$ cat src/rtl/bus_if_arb_pkg.sv
// rtl/bus_if_arb_pkg.sv - Bus_if command/response encodings and master id type.
package bus_if_arb_pkg;

  localparam int ADDR_W = 32;
  localparam int DATA_W = 32;
  localparam int BE_W   = DATA_W / 8;

  typedef enum logic [2:0] {
    MCMD_IDLE = 3'd0,
    MCMD_WR   = 3'd1,
    MCMD_RD   = 3'd2
  } mcmd_e;

  typedef enum logic [1:0] {
    SRESP_NULL = 2'd0,
    SRESP_DVA  = 2'd1,
    SRESP_ERR  = 2'd3
  } sresp_e;

  typedef logic Master_id;

endpackage

$ cat src/rtl/bus_if_arb_resp_order_fifo.sv
// rtl/bus_if_arb_resp_order_fifo.sv - show-ahead 1-bit FIFO holding the master id of each outstanding command.
module resp_order_fifo #(
  parameter int DEPTH = 4
) (
  input  logic clk,
  input  logic rst_n,
  input  logic push,
  input  logic pop,
  input  logic data_in,
  output logic data_out,
  output logic full,
  output logic empty
);

  localparam int PTR_W = $clog2(DEPTH);
  localparam int CNT_W = PTR_W + 1;

  logic [DEPTH-1:0] mem;
  logic [PTR_W-1:0] wr_ptr;
  logic [PTR_W-1:0] rd_ptr;
  logic [CNT_W-1:0] count;
  logic             do_push;
  logic             do_pop;

  // A push while full is dropped even if a pop frees a slot this cycle.
  assign do_push = push & ~full;
  assign do_pop  = pop & ~empty;

  always_ff @(posedge clk or negedge rst_n) begin
    if (!rst_n) begin
      mem    <= '0;
      wr_ptr <= '0;
      rd_ptr <= '0;
      count  <= '0;
    end else begin
      if (do_push) begin
        mem[wr_ptr] <= data_in;
        wr_ptr      <= wr_ptr + 1'b1;
      end
      if (do_pop) begin
        rd_ptr <= rd_ptr + 1'b1;
      end
      case ({do_push, do_pop})
        2'b10:   count <= count + 1'b1;
        2'b01:   count <= count - 1'b1;
        default: count <= count;
      endcase
    end
  end

  assign full     = (count == CNT_W'(DEPTH));
  assign empty    = (count == '0);
  assign data_out = empty ? 1'b0 : mem[rd_ptr];

endmodule

$ cat src/rtl/bus_if_arb.sv
// rtl/bus_if_arb.sv - two-master to one-slave Bus_if merge with in-order response routing.
// BUS_IF_ARB_FIXED_PRIO_EN: unlocked ties always go to in_0 instead of round-robin.
module bus_if_arb
  import bus_if_arb_pkg::*;
#(
  parameter int NUM_IN_FLIGHT = 4
) (
  input  logic              Clk,
  input  logic              MReset_n,

  input  logic [2:0]        in_0_MCmd,
  input  logic [ADDR_W-1:0] in_0_MAddr,
  input  logic [DATA_W-1:0] in_0_MData,
  input  logic              in_0_MDataValid,
  input  logic [BE_W-1:0]   in_0_MByteEn,
  input  logic              in_0_MRespAccept,
  output logic              in_0_SCmdAccept,
  output logic              in_0_SDataAccept,
  output logic [1:0]        in_0_SResp,
  output logic [DATA_W-1:0] in_0_SData,

  input  logic [2:0]        in_1_MCmd,
  input  logic [ADDR_W-1:0] in_1_MAddr,
  input  logic [DATA_W-1:0] in_1_MData,
  input  logic              in_1_MDataValid,
  input  logic [BE_W-1:0]   in_1_MByteEn,
  input  logic              in_1_MRespAccept,
  output logic              in_1_SCmdAccept,
  output logic              in_1_SDataAccept,
  output logic [1:0]        in_1_SResp,
  output logic [DATA_W-1:0] in_1_SData,

  output logic              out_MReset_n,
  output logic [2:0]        out_MCmd,
  output logic [ADDR_W-1:0] out_MAddr,
  output logic [DATA_W-1:0] out_MData,
  output logic              out_MDataValid,
  output logic [BE_W-1:0]   out_MByteEn,
  output logic              out_MRespAccept,
  input  logic              out_SCmdAccept,
  input  logic              out_SDataAccept,
  input  logic [1:0]        out_SResp,
  input  logic [DATA_W-1:0] out_SData
);

  logic     req_0;
  logic     req_1;
  logic     req_g;
  Master_id grant;
  Master_id tie_grant;
  Master_id idle_grant;
  logic     lock;
  Master_id lock_id;
  logic     full;
  logic     empty;
  Master_id head;
  logic     fwd_ok;
  logic     accept;
  logic     resp_ok;
  logic     pop;

  assign req_0 = (in_0_MCmd != MCMD_IDLE);
  assign req_1 = (in_1_MCmd != MCMD_IDLE);

`ifdef BUS_IF_ARB_FIXED_PRIO_EN
  assign tie_grant  = 1'b0;
  assign idle_grant = 1'b0;
`else
  Master_id rr_last;

  // Reset to in_1 so that in_0 wins the very first tie.
  always_ff @(posedge Clk or negedge MReset_n) begin
    if (!MReset_n) begin
      rr_last <= 1'b1;
    end else if (accept) begin
      rr_last <= grant;
    end
  end

  assign tie_grant  = ~rr_last;
  assign idle_grant = rr_last;
`endif

  always_comb begin
    grant = idle_grant;
    if (lock) begin
      grant = lock_id;
    end else if (req_0 && req_1) begin
      grant = tie_grant;
    end else if (req_0) begin
      grant = 1'b0;
    end else if (req_1) begin
      grant = 1'b1;
    end
  end

  assign req_g  = grant ? req_1 : req_0;
  assign fwd_ok = MReset_n & ~full & req_g;
  assign accept = fwd_ok & out_SCmdAccept;

  // A presented but unaccepted command pins the grant so out stays stable.
  always_ff @(posedge Clk or negedge MReset_n) begin
    if (!MReset_n) begin
      lock    <= 1'b0;
      lock_id <= 1'b0;
    end else if (accept) begin
      lock    <= 1'b0;
    end else if (fwd_ok) begin
      lock    <= 1'b1;
      lock_id <= grant;
    end
  end

  assign out_MReset_n   = MReset_n;
  assign out_MCmd       = (MReset_n && !full) ? (grant ? in_1_MCmd : in_0_MCmd) : MCMD_IDLE;
  assign out_MAddr      = grant ? in_1_MAddr      : in_0_MAddr;
  assign out_MData      = grant ? in_1_MData      : in_0_MData;
  assign out_MDataValid = grant ? in_1_MDataValid : in_0_MDataValid;
  assign out_MByteEn    = grant ? in_1_MByteEn    : in_0_MByteEn;

  assign in_0_SCmdAccept  = fwd_ok & ~grant & out_SCmdAccept;
  assign in_1_SCmdAccept  = fwd_ok &  grant & out_SCmdAccept;
  assign in_0_SDataAccept = fwd_ok & ~grant & out_SDataAccept;
  assign in_1_SDataAccept = fwd_ok &  grant & out_SDataAccept;

  assign resp_ok         = MReset_n & ~empty;
  assign in_0_SResp      = (resp_ok && !head) ? out_SResp : SRESP_NULL;
  assign in_1_SResp      = (resp_ok &&  head) ? out_SResp : SRESP_NULL;
  assign in_0_SData      = (resp_ok && !head) ? out_SData : '0;
  assign in_1_SData      = (resp_ok &&  head) ? out_SData : '0;
  assign out_MRespAccept = resp_ok & (head ? in_1_MRespAccept : in_0_MRespAccept);
  assign pop             = out_MRespAccept & (out_SResp != SRESP_NULL);

  resp_order_fifo #(
    .DEPTH (NUM_IN_FLIGHT)
  ) u_order (
    .clk      (Clk),
    .rst_n    (MReset_n),
    .push     (accept),
    .pop      (pop),
    .data_in  (grant),
    .data_out (head),
    .full     (full),
    .empty    (empty)
  );

endmodule

$ cat config.mk
export PLATFORM = sky130hd
export DESIGN_NAME = bus_if_arb
export DESIGN_NICKNAME = d
export VERILOG_FILES = /design/src/rtl/bus_if_arb_pkg.sv /design/src/rtl/bus_if_arb_resp_order_fifo.sv /design/src/rtl/bus_if_arb.sv
export SDC_FILE = /design/constraint.sdc
export NUM_CORES = 1
export LEC_CHECK = 0
export BUFFER_PORTS_ARGS = -buffer_cell sky130_fd_sc_hd__buf_2
export CORE_AREA = 3 3 126 128
export DETAILED_ROUTE_END_ITERATION = 12
export DIE_AREA = 0 0 129 131
export SYNTH_ARGS = -nofsm -noshare
export SYNTH_HDL_FRONTEND = slang
export SYNTH_SLANG_ARGS = --single-unit
$ cat constraint.sdc
create_clock -name Clk -period 4.6 [get_ports Clk]
set_input_delay 0.23 -clock Clk [delete_from_list [all_inputs] [get_ports Clk]]
set_output_delay 0.23 -clock Clk [all_outputs]
set_load 0.05 [all_outputs]
==> flow_summary_export.csv, run 1 <==
group,metric,value,unit
status,outcome,"finished, final reports clean",
power_and_ir_drop,comb_power_share,87.4,%
synthesis,syn-cell-area,2270,µm²
die,die_x,129,µm
final_layout,nets,755,
synthesis,post-synth-top-area-cell,"mux2_1",
clock_tree,cts_setup_buffers,0,
synthesis,syn_area_per_cell,9.32,µm²
synthesis,async_reset_ff_share,100,%
grt,grt_antenna_before_repair,0,
worst_setup_path,critPathMaxFanout,19,
timing,skew,0.000598,ns
power_and_ir_drop,p_leak,2.34,nW
route,viasPerCell,3.88,
power_and_ir_drop,power.internal,1.09,mW
grt,grt_pass1_vias,2632,
clock_tree,h-tree-depth,1,
die,start_util,15.2,%
power_and_ir_drop,p_per_area,812,nW/µm²
grt,grt_overflow,0,
route,drc,0,
worst_setup_path,worstSetupEndpoint,"out_MCmd[1]",
timing,fmax,365,MHz
job,drv_cap,0,
synthesis,ys.flop_type,"dfrtp_1",
worst_setup_path,path_class,"in -> out",
clock_tree,clk_latency,0.24,ns
route,wl_per_cell,15.4,µm
clock_tree,clockRootBuffer,"clkbuf_16",
synthesis,synth_edf_count,0,
route,firstDrtPassIters,4,
worst_setup_path,r2r-end,"u_order.count[2]",
power_and_ir_drop,p_switching,2.28,mW
route,vias,2925,
die,num_rows,45,
die,ios,330,
clock_tree,cts_tree,"built",
route,drt_iter0_drc,136,
timing,min_period_over_period,59.5,%
route,antenna_left,0,
worst_setup_path,required,4.37,ns
die,dieArea,16900,µm²
synthesis,synth_cell_types,42,
final_layout,final_layout_size_suffix_gt1_share,61.9,%
final_layout,syn_to_final_growth,82.4,%
grt,grt_max_degree,74,
power_and_ir_drop,ir_worst_vdd,0.237,mV
worst_hold_path,hold_class,"in -> reg",
worst_setup_path,r2r-start,"u_order.rd_ptr[0]",
timing,setup_viol,0,
synthesis,synthTopCellsByCount,"mux2_1 (70), and2_1 (68), dfrtp_1 (13), buf_6 (8), nand2_1 (8)",
placed_design,hpwl,10300,µm
timing,period_needed,2.74,ns
worst_setup_path,rrSetupSlack,2.07,ns
power_and_ir_drop,swShare,67.7,%
clock_tree,numClockSinks,14,
synthesis,syn-num-nets,434,
clock_tree,numCtsBuffers,3,
power_and_ir_drop,clockPowerShare,5.3,%
timing,rsz0062_at_grt,"no",
worst_setup_path,ff2ff_path_depth,9,
clock_tree,cts_max_path_buffers,2,
timing,tightest_slew,0.654,ns
die,core_region_area,15000,µm²
synthesis,yosys.cell_count.top_type,"mux2_1",
grt,track_usage,11.4,%
clock_tree,path_clk_slew,0.05,ns
grt,grt_pass1_wl,14900,µm
synthesis,yosys-top-cells-area,"mux2_1 (35%), and2_1 (19%), dfrtp_1 (14%)",
synthesis,ys_seq_elements,14,
worst_setup_path,arrival,2.51,ns
route,wl,11600,µm
timing,maxSlewViolCount,0,
die,die_y,131,µm
synthesis,yosys_warnings,0,
worst_setup_path,start_kind,"input pin",
synthesis,netlist_instances,244,
worst_setup_path,endpoint_kind,"primary output",
power_and_ir_drop,seqPwrFrac,7.2,%
synthesis,synth_top_area_share,34.7,%
final_layout,design_area,4150,µm²
timing,slew_headroom,56.3,%
synthesis,yosysSeqAreaShare,15.5,%
worst_setup_path,cp-startpoint,"MReset_n",
placed_design,gp_congestion,0.908,
placed_design,io_buffers,329,
timing,fin_setup_tns,0,ns
timing,hold_viol,0,
placed_design,placed_cell_area,4050,µm²
clock_tree,cts-resized-gates,0,
timing,hold-worst-slack,0.330,ns
logic make-up (layout without fill, tap and decap cells):
kind of cell,after synthesis,after routing,synth area share [%]
flip-flops,14,14,15.5
buffers and inverters,24,344,6.77
XOR/XNOR,6,6,2.31
other,0,1,0
adder cells (fa/ha/maj),6,6,3.63
AND/OR/NAND/NOR,105,105,28.8
multiplexers,78,78,39.0
AO/OA/AOI/OAI,11,11,4.07
timing repair:
item / in CTS / in global routing
hold endpoints to repair: 13 / 0
endpoints found under the setup margin: 0 / 0
hold buffers: 1 / 0
worst min path at each step:
stage               cells after the start  slack, ns            from                end
floorplan                               0      -0.07        MReset_n               lock
global placement                        1       0.17        MReset_n  u_order.wr_ptr[0]
detailed placement                      1       0.18        MReset_n  u_order.wr_ptr[0]
CTS                                     3       0.33  out_SCmdAccept            lock_id
global route                            3       0.38  out_SCmdAccept            lock_id
finish                                  3       0.33  out_SCmdAccept            lock_id
cells in the final DEF, fill, tap and decap left out, types with 2 or more instances in the layout:
cell type,Yosys,routed
nor2_1,6,6
clkbuf_16,0,3
and2_1,68,68
mux2_1,70,70
nand3_1,4,4
and3_1,2,2
inv_1,7,7
o21ai_1,3,3
buf_2,0,329
xor2_1,4,4
nand4_1,3,3
nand2_1,8,8
xnor2_1,2,2
mux2i_1,3,3
nor3_1,3,3
ha_1,5,5
mux2_2,4,4
buf_4,1,2
dfrtp_1,13,13
critical path, stage by stage:
cell,delay [ns]
dlygate4sd3_1,0.53
buf_2,0.36
nor2b_1,0.60
nand2_1,0.15
o21ai_1,0.30
buf_2,0.33
metrics by stage:
stage               setup slack [ns]  instances  power, mW  utilization [%]
finish                          1.86        753       3.37             27.7
global route                    1.60        752       3.53             27.7
CTS                             1.84        752       3.40             27.7
detailed placement              2.06        747       3.21             27.0
global placement                2.05        747       3.20             27.0
floorplan                       2.19        244       2.63                -
registers in the layout (all words and copies together) (netlist names):
register        flops
u_order.mem         4
u_order.count       3
u_order.rd_ptr      2
u_order.wr_ptr      2
idle_grant          1
lock                1
lock_id             1
metal layers:
metal  share of wire, %  track usage (%)  vias up
met3                7.0             1.83        2
met2                 53             21.0      112
met4               0.29             1.05        0
met1                 40             14.4     1329
li1                   -                -     1482
met5                  0                0        -
layout make-up:
cell class,count,area [µm²]
Fill cell,1625,10800
Timing Repair Buffer,332,1670
Sequential cell,14,352
Multi-Input combinational cell,206,1770
Antenna cell,1,2.50
Tap cell,188,235
Inverter,8,30.0
Clock buffer,4,88.8
power groups by stage:
stage	clock network (mW)	registers, mW	logic (mW)
floorplan	0	0.231	2.40
global placement	0	0.244	2.96
detailed placement	0	0.246	2.96
CTS	0.184	0.245	2.97
global route	0.191	0.254	3.09
finish	0.180	0.243	2.94
No activity file was read; power rests on OpenSTA's default activity.
==> run 2: changes to the inputs <==
- CORE_AREA: 3 3 126 128 -> 3 3 127 129
- DIE_AREA: 0 0 129 131 -> 0 0 130 132
- clock period: 4.6 -> 2.8 ns (I/O delays scaled with it)
==> flow_summary_export.csv, run 2 (same netlist as run 1, synthesis figures left out) <==
group,metric,value,unit
timing,slew_headroom,55.8,%
power_and_ir_drop,ir_worst_vdd,0.459,mV
final_layout,syn_to_final_growth,82.9,%
grt,grt_max_degree,74,
worst_setup_path,start_kind,"flop",
route,vias,2992,
power_and_ir_drop,p_per_area,1350,nW/µm²
grt,grt_antenna_before_repair,1,
timing,fmax,394,MHz
clock_tree,hold_buffers,1,
final_layout,n_fill_cell,1629,
die,ios,330,
clock_tree,cts-resized-gates,0,
worst_setup_path,path_class,"reg -> out",
timing,hold_viol,0,
final_layout,antenna_cells,0,
placed_design,gp_congestion,0.821,
die,core_region_area,15100,µm²
timing,setup_viol,0,
timing,min_period_over_period,90.7,%
clock_tree,clockRootBuffer,"clkbuf_16",
timing,maxSlewViolCount,0,
route,drc,0,
clock_tree,path_clk_slew,0.04,ns
clock_tree,cts_setup_buffers,0,
clock_tree,clk_latency,0.25,ns
final_layout,final_common_cell,"buf_2",
route,drt_iter0_drc,99,
clock_tree,numCtsBuffers,3,
timing,tightest_slew,0.662,ns
clock_tree,h-tree-depth,1,
route,viasPerCell,3.96,
worst_setup_path,critPathMaxFanout,73,
timing,hold-worst-slack,0.238,ns
route,firstDrtPassIters,4,
route,wl,12400,µm
clock_tree,cts_max_path_buffers,2,
final_layout,nets,758,
final_layout,reg_top3,"u_order.mem (4), u_order.count (3)",
clock_tree,numClockSinks,14,
power_and_ir_drop,p_leak,2.35,nW
clock_tree,cts_tree,"built",
placed_design,hpwl,11200,µm
route,antenna_left,0,
die,start_util,15.0,%
timing,rsz0062_at_grt,"no",
placed_design,io_buffers,329,
timing,fin_setup_tns,0,ns
grt,grt_pass1_wl,16800,µm
worst_setup_path,endpoint_kind,"primary output",
worst_hold_path,hold_class,"in -> reg",
status,outcome,"finished, final reports clean",
job,drv_cap,0,
worst_setup_path,required,2.66,ns
die,num_rows,45,
die,die_x,130,µm
final_layout,final_cell_mix,"buf_2 (329), mux2_1 (70), and2_1 (68), dfrtp_1 (13), nand2_1 (8)",
grt,grt_overflow,0,
die,dieArea,17200,µm²
timing,period_needed,2.54,ns
timing,skew,0.00613,ns
grt,grt_pass1_vias,2926,
die,die_y,132,µm
final_layout,final_layout_size_suffix_gt1_share,61.9,%
route,wl_per_cell,16.5,µm
worst_setup_path,arrival,2.40,ns
final_layout,largest_register_ffs,4,
grt,track_usage,12.8,%
final_layout,max_flop_register,"u_order.mem",
-- run 2: changes by cell type in the layout (fill, tap and decap cells not counted), sizes merged --
cell   change
buf        +3
diode      -1
-- run 2: per-stage QoR --
step | cell area [µm²] | instances | power, mW | setup slack [ns] | utilization (%)
6_report | 4160 | 755 | 5.60 | 0.260 | 27.5
5_1_grt | 4160 | 755 | 5.87 | 0.0879 | 27.5
4_1_cts | 4160 | 755 | 5.64 | 0.219 | 27.5
3_5_place_dp | 4070 | 750 | 5.34 | 0.267 | 26.9
3_3_place_gp | 4070 | 750 | 5.33 | 0.326 | 26.9
2_1_floorplan | 2270 | 244 | 4.33 | 0.417 | -
-- run 2: power breakdown --
group | internal [mW] | total (mW) | switching [mW] | leakage, nW
sequential | 0.312 | 0.396 | 0.0834 | 0.160
combinational | 1.26 | 4.93 | 3.66 | 2.15
clock | 0.192 | 0.274 | 0.0817 | 0.0382
-- run 2: final timing paths --
path	start	to	slack, ns	depth (start not counted)
min	out_SCmdAccept	lock_id	0.24	3
max	idle_grant	out_MData[7]	0.26	5
max in group asynchronous	MReset_n	idle_grant	2.07	3
max reg2reg	u_order.rd_ptr[0]	u_order.count[2]	0.26	9
min in group asynchronous	MReset_n	u_order.count[2]	0.25	2
min reg2reg	u_order.rd_ptr[1]	u_order.rd_ptr[1]	0.48	1
-- run 2: worst max-delay path: stages (launching register included) --
cell     delay (ns)
dfstp_2        0.52
nor4b_1        0.33
a211o_4        0.21
nand2_8        0.31
mux2_1         0.48
buf_2          0.25
-- run 2: layout make-up --
type	count	area, µm²	share of cell area [%]
Multi-Input combinational cell	206	1770	42.5
Timing Repair Buffer	335	1690	40.7
Inverter	8	30.0	0.722
Tap cell	188	235	5.66
Clock buffer	4	78.8	1.90
Sequential cell	14	352	8.46
-- run 2: layer usage --
metal	global-route usage [%]	part of all wire [%]
met5	0	0
met4	2.14	1.1
met3	6.32	13
met2	22.7	49
met1	13.9	37
